--- src/rtl/uart_rxsm_if.sv ---
// Port bundle for the UART receive state machine: baud tick, frame format,
// serial input, FIFO write side and decoded state status.
interface uart_rxsm_if;
    logic       CE_16x;
    logic       Len;
    logic       NumStop;
    logic       ParEn;
    logic [1:0] Par;
    logic       RxD;
    logic       RF_FF;

    logic       RF_WE;
    logic [7:0] RDR;
    logic       PE;
    logic       FE;
    logic       BRK;
    logic       OE;
    logic       RxIdle;
    logic       RxStart;
    logic       RxShift;
    logic       RxStop;

    modport master (
        input  CE_16x, Len, NumStop, ParEn, Par, RxD, RF_FF,
        output RF_WE, RDR, PE, FE, BRK, OE, RxIdle, RxStart, RxShift, RxStop
    );

    modport slave (
        output CE_16x, Len, NumStop, ParEn, Par, RxD, RF_FF,
        input  RF_WE, RDR, PE, FE, BRK, OE, RxIdle, RxStart, RxShift, RxStop
    );
endinterface

--- src/rtl/uart_rxsm.sv ---
// UART receive state machine: 16x oversampled start validation, 7/8-bit LSB-first
// assembly, parity/stop/break checking and receive FIFO write with overrun pulse.
module uart_rxsm (
    input  logic        Clk,
    input  logic        Rst,
    uart_rxsm_if.master rx
);

    typedef enum logic [3:0] {
        StIdle     = 4'd0,
        StStartBit = 4'd1,
        StShift0   = 4'd2,
        StShift1   = 4'd3,
        StShift2   = 4'd4,
        StShift3   = 4'd5,
        StShift4   = 4'd6,
        StShift5   = 4'd7,
        StShift6   = 4'd8,
        StShift7   = 4'd9,
        StParity   = 4'd10,
        StStop1    = 4'd11,
        StStop2    = 4'd12,
        StBreak    = 4'd13
    } state_e;

    state_e     state_q, state_d;
    logic       rx_meta_q, rxs_q;
    logic [3:0] bit_cnt_q, bit_cnt_d;
    logic [7:0] data_q, data_d;
    logic       par_bit_q, par_bit_d;
    logic       stop1_q, stop1_d;
    logic       zero_q, zero_d;
    logic [7:0] rdr_q, rdr_d;
    logic       pe_q, pe_d;
    logic       fe_q, fe_d;
    logic       brk_q, brk_d;
    logic       rf_we_q, rf_we_d;
    logic       oe_q, oe_d;

    logic       sample;
    logic       has_par;
    logic       done;
    logic [7:0] word;
    logic       word_par;
    logic       pe_calc;
    logic       fe_calc;
    logic       frame_zero;

    always_comb begin
        sample   = rx.CE_16x && (bit_cnt_q == 4'd7);
        has_par  = rx.ParEn | rx.Len;
        // 7-bit frames leave the data sitting in the upper bits of the shifter
        word     = rx.Len ? {1'b0, data_q[7:1]} : data_q;
        word_par = (^word) ^ par_bit_q;
        case (rx.Par)
            2'd0:    pe_calc = ~word_par;
            2'd1:    pe_calc = word_par;
            2'd2:    pe_calc = par_bit_q;
            default: pe_calc = ~par_bit_q;
        endcase
        fe_calc    = ~rxs_q | ((state_q == StStop2) & ~stop1_q);
        frame_zero = zero_q & ~rxs_q;
    end

    always_comb begin
        state_d   = state_q;
        bit_cnt_d = bit_cnt_q;
        data_d    = data_q;
        par_bit_d = par_bit_q;
        stop1_d   = stop1_q;
        zero_d    = zero_q;
        done      = 1'b0;

        if (rx.CE_16x) begin
            bit_cnt_d = bit_cnt_q + 4'd1;
        end

        case (state_q)
            StIdle: begin
                bit_cnt_d = 4'd0;
                if (rx.CE_16x && !rxs_q) begin
                    state_d = StStartBit;
                end
            end
            StStartBit: begin
                if (sample) begin
                    state_d = rxs_q ? StIdle : StShift0;
                    zero_d  = 1'b1;
                end
            end
            StShift0, StShift1, StShift2, StShift3, StShift4, StShift5: begin
                if (sample) begin
                    data_d  = {rxs_q, data_q[7:1]};
                    zero_d  = zero_q & ~rxs_q;
                    state_d = state_e'(state_q + 4'd1);
                end
            end
            StShift6: begin
                if (sample) begin
                    data_d  = {rxs_q, data_q[7:1]};
                    zero_d  = zero_q & ~rxs_q;
                    state_d = rx.Len ? StParity : StShift7;
                end
            end
            StShift7: begin
                if (sample) begin
                    data_d  = {rxs_q, data_q[7:1]};
                    zero_d  = zero_q & ~rxs_q;
                    state_d = rx.ParEn ? StParity : StStop1;
                end
            end
            StParity: begin
                if (sample) begin
                    par_bit_d = rxs_q;
                    zero_d    = zero_q & ~rxs_q;
                    state_d   = StStop1;
                end
            end
            StStop1: begin
                if (sample) begin
                    stop1_d = rxs_q;
                    zero_d  = zero_q & ~rxs_q;
                    if (rx.NumStop) begin
                        state_d = StStop2;
                    end else begin
                        done = 1'b1;
                    end
                end
            end
            StStop2: begin
                if (sample) begin
                    done = 1'b1;
                end
            end
            StBreak: begin
                if (rx.CE_16x && rxs_q) begin
                    state_d = StIdle;
                end
            end
            default: begin
                if (rx.CE_16x) begin
                    state_d = StIdle;
                end
            end
        endcase

        // Leave at mid stop bit so a back-to-back start edge is not missed;
        // after a break, hold off until the line has returned high.
        if (done) begin
            state_d = frame_zero ? StBreak : StIdle;
        end
    end

    always_comb begin
        rdr_d   = rdr_q;
        pe_d    = pe_q;
        fe_d    = fe_q;
        brk_d   = brk_q;
        rf_we_d = 1'b0;
        oe_d    = 1'b0;
        if (done) begin
            if (rx.RF_FF) begin
                oe_d = 1'b1;
            end else begin
                rf_we_d = 1'b1;
                rdr_d   = word;
                pe_d    = has_par & pe_calc;
                fe_d    = fe_calc;
                brk_d   = frame_zero;
            end
        end
    end

    always_ff @(posedge Clk) begin
        if (Rst) begin
            rx_meta_q <= 1'b1;
            rxs_q     <= 1'b1;
            state_q   <= StIdle;
            bit_cnt_q <= 4'd0;
            data_q    <= 8'd0;
            par_bit_q <= 1'b0;
            stop1_q   <= 1'b1;
            zero_q    <= 1'b0;
            rdr_q     <= 8'd0;
            pe_q      <= 1'b0;
            fe_q      <= 1'b0;
            brk_q     <= 1'b0;
            rf_we_q   <= 1'b0;
            oe_q      <= 1'b0;
        end else begin
            rx_meta_q <= rx.RxD;
            rxs_q     <= rx_meta_q;
            state_q   <= state_d;
            bit_cnt_q <= bit_cnt_d;
            data_q    <= data_d;
            par_bit_q <= par_bit_d;
            stop1_q   <= stop1_d;
            zero_q    <= zero_d;
            rdr_q     <= rdr_d;
            pe_q      <= pe_d;
            fe_q      <= fe_d;
            brk_q     <= brk_d;
            rf_we_q   <= rf_we_d;
            oe_q      <= oe_d;
        end
    end

    assign rx.RF_WE   = rf_we_q;
    assign rx.OE      = oe_q;
    assign rx.RDR     = rdr_q;
    assign rx.PE      = pe_q;
    assign rx.FE      = fe_q;
    assign rx.BRK     = brk_q;
    assign rx.RxIdle  = (state_q == StIdle);
    assign rx.RxStart = (state_q == StStartBit);
    assign rx.RxShift = (state_q >= StShift0) && (state_q <= StParity);
    assign rx.RxStop  = (state_q == StStop1) || (state_q == StStop2) || (state_q == StBreak);

endmodule
--- src/flat_wrapper.sv ---
// flat-port wrapper written by rule: the top's interface ports become plain ports
module uart_rxsm_flat 
  (Clk, Rst, rx_CE_16x, rx_Len, rx_NumStop, rx_ParEn, rx_Par, rx_RxD, rx_RF_FF, rx_RF_WE, rx_RDR, rx_PE, rx_FE, rx_BRK, rx_OE, rx_RxIdle, rx_RxStart, rx_RxShift, rx_RxStop);
  uart_rxsm_if rx_i ();
  input  logic Clk;
  input  logic Rst;
  input wire logic [$bits(rx_i.CE_16x)-1:0] rx_CE_16x;
  input wire logic [$bits(rx_i.Len)-1:0] rx_Len;
  input wire logic [$bits(rx_i.NumStop)-1:0] rx_NumStop;
  input wire logic [$bits(rx_i.ParEn)-1:0] rx_ParEn;
  input wire logic [$bits(rx_i.Par)-1:0] rx_Par;
  input wire logic [$bits(rx_i.RxD)-1:0] rx_RxD;
  input wire logic [$bits(rx_i.RF_FF)-1:0] rx_RF_FF;
  output wire logic [$bits(rx_i.RF_WE)-1:0] rx_RF_WE;
  output wire logic [$bits(rx_i.RDR)-1:0] rx_RDR;
  output wire logic [$bits(rx_i.PE)-1:0] rx_PE;
  output wire logic [$bits(rx_i.FE)-1:0] rx_FE;
  output wire logic [$bits(rx_i.BRK)-1:0] rx_BRK;
  output wire logic [$bits(rx_i.OE)-1:0] rx_OE;
  output wire logic [$bits(rx_i.RxIdle)-1:0] rx_RxIdle;
  output wire logic [$bits(rx_i.RxStart)-1:0] rx_RxStart;
  output wire logic [$bits(rx_i.RxShift)-1:0] rx_RxShift;
  output wire logic [$bits(rx_i.RxStop)-1:0] rx_RxStop;
  assign rx_i.CE_16x = rx_CE_16x;
  assign rx_i.Len = rx_Len;
  assign rx_i.NumStop = rx_NumStop;
  assign rx_i.ParEn = rx_ParEn;
  assign rx_i.Par = rx_Par;
  assign rx_i.RxD = rx_RxD;
  assign rx_i.RF_FF = rx_RF_FF;
  assign rx_RF_WE = rx_i.RF_WE;
  assign rx_RDR = rx_i.RDR;
  assign rx_PE = rx_i.PE;
  assign rx_FE = rx_i.FE;
  assign rx_BRK = rx_i.BRK;
  assign rx_OE = rx_i.OE;
  assign rx_RxIdle = rx_i.RxIdle;
  assign rx_RxStart = rx_i.RxStart;
  assign rx_RxShift = rx_i.RxShift;
  assign rx_RxStop = rx_i.RxStop;
  uart_rxsm u_core (.Clk(Clk), .Rst(Rst), .rx(rx_i));
endmodule
--- config.mk ---
export PLATFORM = sky130hd
export DESIGN_NAME = uart_rxsm_flat
export DESIGN_NICKNAME = d
export VERILOG_FILES = /design/src/rtl/uart_rxsm_if.sv /design/src/rtl/uart_rxsm.sv /design/src/flat_wrapper.sv
export SDC_FILE = /design/constraint.sdc
export NUM_CORES = 1
export LEC_CHECK = 0
export ABC_AREA = 0
export ABC_CLOCK_PERIOD_IN_PS = 4450
export BUFFER_PORTS_ARGS = -buffer_cell sky130_fd_sc_hd__buf_2
export CORE_MARGIN = 3
export CORE_UTILIZATION = 35
export CTS_BUF_LIST = sky130_fd_sc_hd__clkbuf_4 sky130_fd_sc_hd__clkbuf_8
export DETAILED_ROUTE_END_ITERATION = 12
export HOLD_SLACK_MARGIN = 0.15
export PLACE_DENSITY = 0.63
export SETUP_SLACK_MARGIN = 0.3
export SKIP_LAST_GASP = 1
export SLEW_MARGIN = 10
export SYNTH_ARGS = -nofsm -noshare
export SYNTH_HDL_FRONTEND = slang
export SYNTH_SLANG_ARGS = --single-unit
--- constraint.sdc ---
create_clock -name Clk -period 4.45 [get_ports Clk]
set_clock_uncertainty 0.15 [all_clocks]
set_input_delay 0.2225 -clock Clk [delete_from_list [all_inputs] [get_ports Clk]]
set_output_delay 0.2225 -clock Clk [all_outputs]
set_load 0.02 [all_outputs]
==> key figures <==
Timing
  – Final Worst Setup Slack: around 1.8 ns
  – Slew of the pin with the lowest slew margin: between 0.7 and 0.8 ns
  – Period utilization: 60.28%
  – Final number of hold-violating endpoints: 0
  – Minimum clock period: 2.683 ns
  – F_max: ~370 MHz
  – Worst slew margin: 52.02%
  – Sum Neg Setup Slack: 0 ns
  – Final setup violation count: 0
  – Max Slew Vio Count: 0
  – Unrepaired setup endpoints after global routing: no

Min path
  – Worst hold path type: in2reg
  – Hold Crit Depth: 4

Cells and area
  – N_diodes: 0
  – Final #Nets: 248
  – Fillers: 524
  – Share of layout cells above drive strength 1: 19.66%
  – Area growth from synthesis to layout: 15.52%

Clock tree
  – Total setup buffers inserted after CTS: 0
  – CTS max path bufs: 2
  – Worst skew pair latency: 0.28 ns
  – H-tree depth: 2
  – Clock sinks: 34
  – CTS resizes: 0
  – CTS Buf Count: 5
  – CTS tree: done
  – Clock transition at the registers of the reported paths: 0.07 ns
  – CTS root buf: clkbuf_8

Floorplanning
  – Core Box Area: 0.004880 mm²
  – Total die area: 0.006083 mm²
  – # rows: 25
  – Initial core utilization: a little under two fifths
  – Chip Height: 78.00 µm
  – I/O pins: 27
  – Die width: 78.00 µm

Job
  – Max Cap Viol: 0

Worst setup path
  – Startpoint types: flip-flop
  – CP Capture Type: flip-flop
  – WP data arrival: 2.73 ns
  – Buf/Inv on CP: 0
  – Critical path type: reg2reg
  – Cell family with most CP delay: simple AND/OR/NAND/NOR gates
  – WP data required: around 4.5 ns
  – Crit-path cells: ha_1, or3b_1, a21oi_2, nand2_2, nor2_2, nor2_1, a311oi_1
  – Worst reg-to-reg path cell count: 7
  – Crit path max-delay cell type: nor2_2
  – Critical path depth: 7
  – Crit-path max cell delay: 0.60 ns
  – Maximum fanout along the worst path: 19

Logic synthesis
  – Mapped Nets: around 220
  – Syn avg cell area: 8.681 µm²
  – Post-synth top flop: dfxtp_1
  – Sequential element share of the synthesized area: 37.52%
  – Syn Inst Count: 209
  – Yosys cell types: 48
  – Synth async-reset ratio: 0%
  – Synthesis Warnings: 0
  – Mapped Area: ~0.0018 mm²
  – Yosys top cell area share: a little under two fifths
  – Seq cells post-synth: 34
  – Synth area leader: dfxtp_1
  – Number of synthesized flops with an enable pin: 0
  – Synth top area cells: dfxtp_1 (38%), mux2i_1 (10%), nor2_1 (7.2%)

Route
  – Max Used Layer: met4
  – DRC Markers: 0
  – DR iter-0 viols: 64
  – Vias/cell: 4.960
  – Post-DRT Antenna Nets: 0
  – DR WL/cell: 12.95 µm
  – DR WL met2: 1732 µm
  – Vias: 1493
  – Met1 WL: 1926 µm
  – DR pass1 iterations: 4
  – DR WL met3: roughly 200 µm
  – Post-Route WL: 3898 µm

Global routing
  – GRT overflow: 0
  – Antenna violations before repair: 0
  – Vias in the first global route: 1421
  – First-pass GRT wire length: 6741 µm
  – Tot GR Track Use: 13.67%
  – Largest net degree at the start of global routing: 32

Placed design
  – Hpwl dp: 2750 µm
  – Dpl ws: 1.809 ns
  – IO buf count: 26
  – GPL Wtd Cong: about 0.89

Power and ir drop
  – Maximum VDD drop: 0.0001919 V
  – PwrDens: around 370 mW/mm²
  – Pleak: ~0.86 nW

Status
  – Status: complete, no violations
==> cell usage after synthesis (2+ instances only) <==
cell type	count
nor2_1	35
dfxtp_1	34
mux2i_1	19
nand2_1	15
a211oi_1	9
clkbuf_1	8
inv_1	8
o21ai_0	7
a21oi_1	6
ha_1	5
xnor2_1	5
nor3_1	4
xor2_1	4
nand3_1	3
nor2_2	3
nor2b_1	3
or2_2	3
a22oi_1	2
buf_2	2
nand2b_1	2
nand4_1	2
nand4b_1	2
o22ai_1	2
o31ai_1	2
==> worst register-to-register path: cells and delay by family, from the launching register on <==
kind	cells	cell delay (ns)
AOI/OAI and AO/OA	2	0.44
adders and majority gates	1	0.36
DFF	1	0.45
and+or+nand+nor	4	1.20
==> metal layers <==
| layer | vias up | track usage [%] |
|---|---|---|
| met5 | - | 0 |
| met4 | 0 | 4.196 |
| met3 | 4 | 3.712 |
| met2 | 40 | 20.98 |
| met1 | 672 | 18.64 |
| li1 | 777 | - |
==> cell families after synthesis <==
| family | share of synthesized area, % |
|---|---|
| XOR/XNOR | 5.586 |
| AO/OA/AOI/OAI | 15.17 |
| multiplexers | 11.10 |
| flip-flops | 37.52 |
| buffers and inverters | 4.276 |
| adder cells (fa/ha/maj) | 3.448 |
| AND/OR/NAND/NOR | 22.90 |
==> repair_timing <==
action | in CTS | in global routing
hold endpoints to repair | 3 | 0
endpoints found under the setup margin | 0 | 0
hold buffers | 2 | 0
==> metrics by stage <==
| stage | power, mW | util (%) | hold slack (ns) | instance area [µm²] | instances |
|---|---|---|---|---|---|
| finish | 0.7709 | 42.95 | 0.1810 | 2096 | 301 |
| CTS | 0.7775 | 42.95 | 0.1787 | 2096 | 301 |
| detailed placement | 0.5373 | 40.59 | 0.2469 | 1981 | 291 |
| global route | 0.8110 | 42.95 | 0.1970 | 2096 | 301 |
| floorplan | 0.4879 | - | 0.1763 | 1814 | 209 |
| global placement | 0.5376 | 40.59 | 0.2423 | 1981 | 291 |
==> flip-flops by register name, summed over array words and instances (netlist names) <==
signal and flops:
u_core.rxs_q 1, u_core.rx.PE 1, u_core.rx.RDR 8, u_core.state_q 4
u_core.rx.OE 1, u_core.rx.RF_WE 1, u_core.rx.FE 1, u_core.bit_cnt_q 4
u_core.rx_meta_q 1, u_core.rx.BRK 1, u_core.data_q 8, u_core.zero_q 1
u_core.stop1_q 1, u_core.par_bit_q 1
==> cells in the final DEF, fill, tap and decap left out, drive strengths merged, types with 5 or more instances in the layout <==
cell,Yosys,layout
inv,8,8
a211oi,10,10
nand2,16,16
ha,5,5
mux2i,19,19
buf,3,26
clkbuf,8,6
nor2,38,38
dfxtp,34,34
a21oi,7,7
xnor2,5,5
o21ai,7,7
==> power breakdown <==
part	internal [mW]	total (mW)	switching (mW)
registers	0.313	0.325	0.0124
logic	0.0810	0.211	0.130
clock network	0.124	0.235	0.110
total	0.518	0.771	0.253
==> layout make-up <==
| type | count | area, µm² | share of cell area (%) |
|---|---|---|---|
| Multi-Input combinational cell | 156 | 1056 | 50.39 |
| Sequential cell | 34 | 680.7 | 32.48 |
| Timing Repair Buffer | 28 | 150.1 | 7.164 |
| Tap cell | 67 | 83.83 | 4.000 |
| Clock buffer | 6 | 82.58 | 3.940 |
| Inverter | 8 | 30.03 | 1.433 |
| Clock inverter | 2 | 12.51 | 0.5970 |
==> path summary, 6_finish.rpt <==
| kind | from | to | slack (ns) |
|---|---|---|---|
| setup / recovery | u_core.state_q[0] | u_core.rx.FE | 1.77 |
| hold / removal | rx_Par[0] | u_core.rx.PE | 0.18 |
| setup reg to reg | u_core.state_q[0] | u_core.rx.FE | 1.77 |
| hold reg to reg | u_core.rx_meta_q | u_core.rxs_q | 0.26 |
Note: power is estimated with default switching activity, not from simulation.
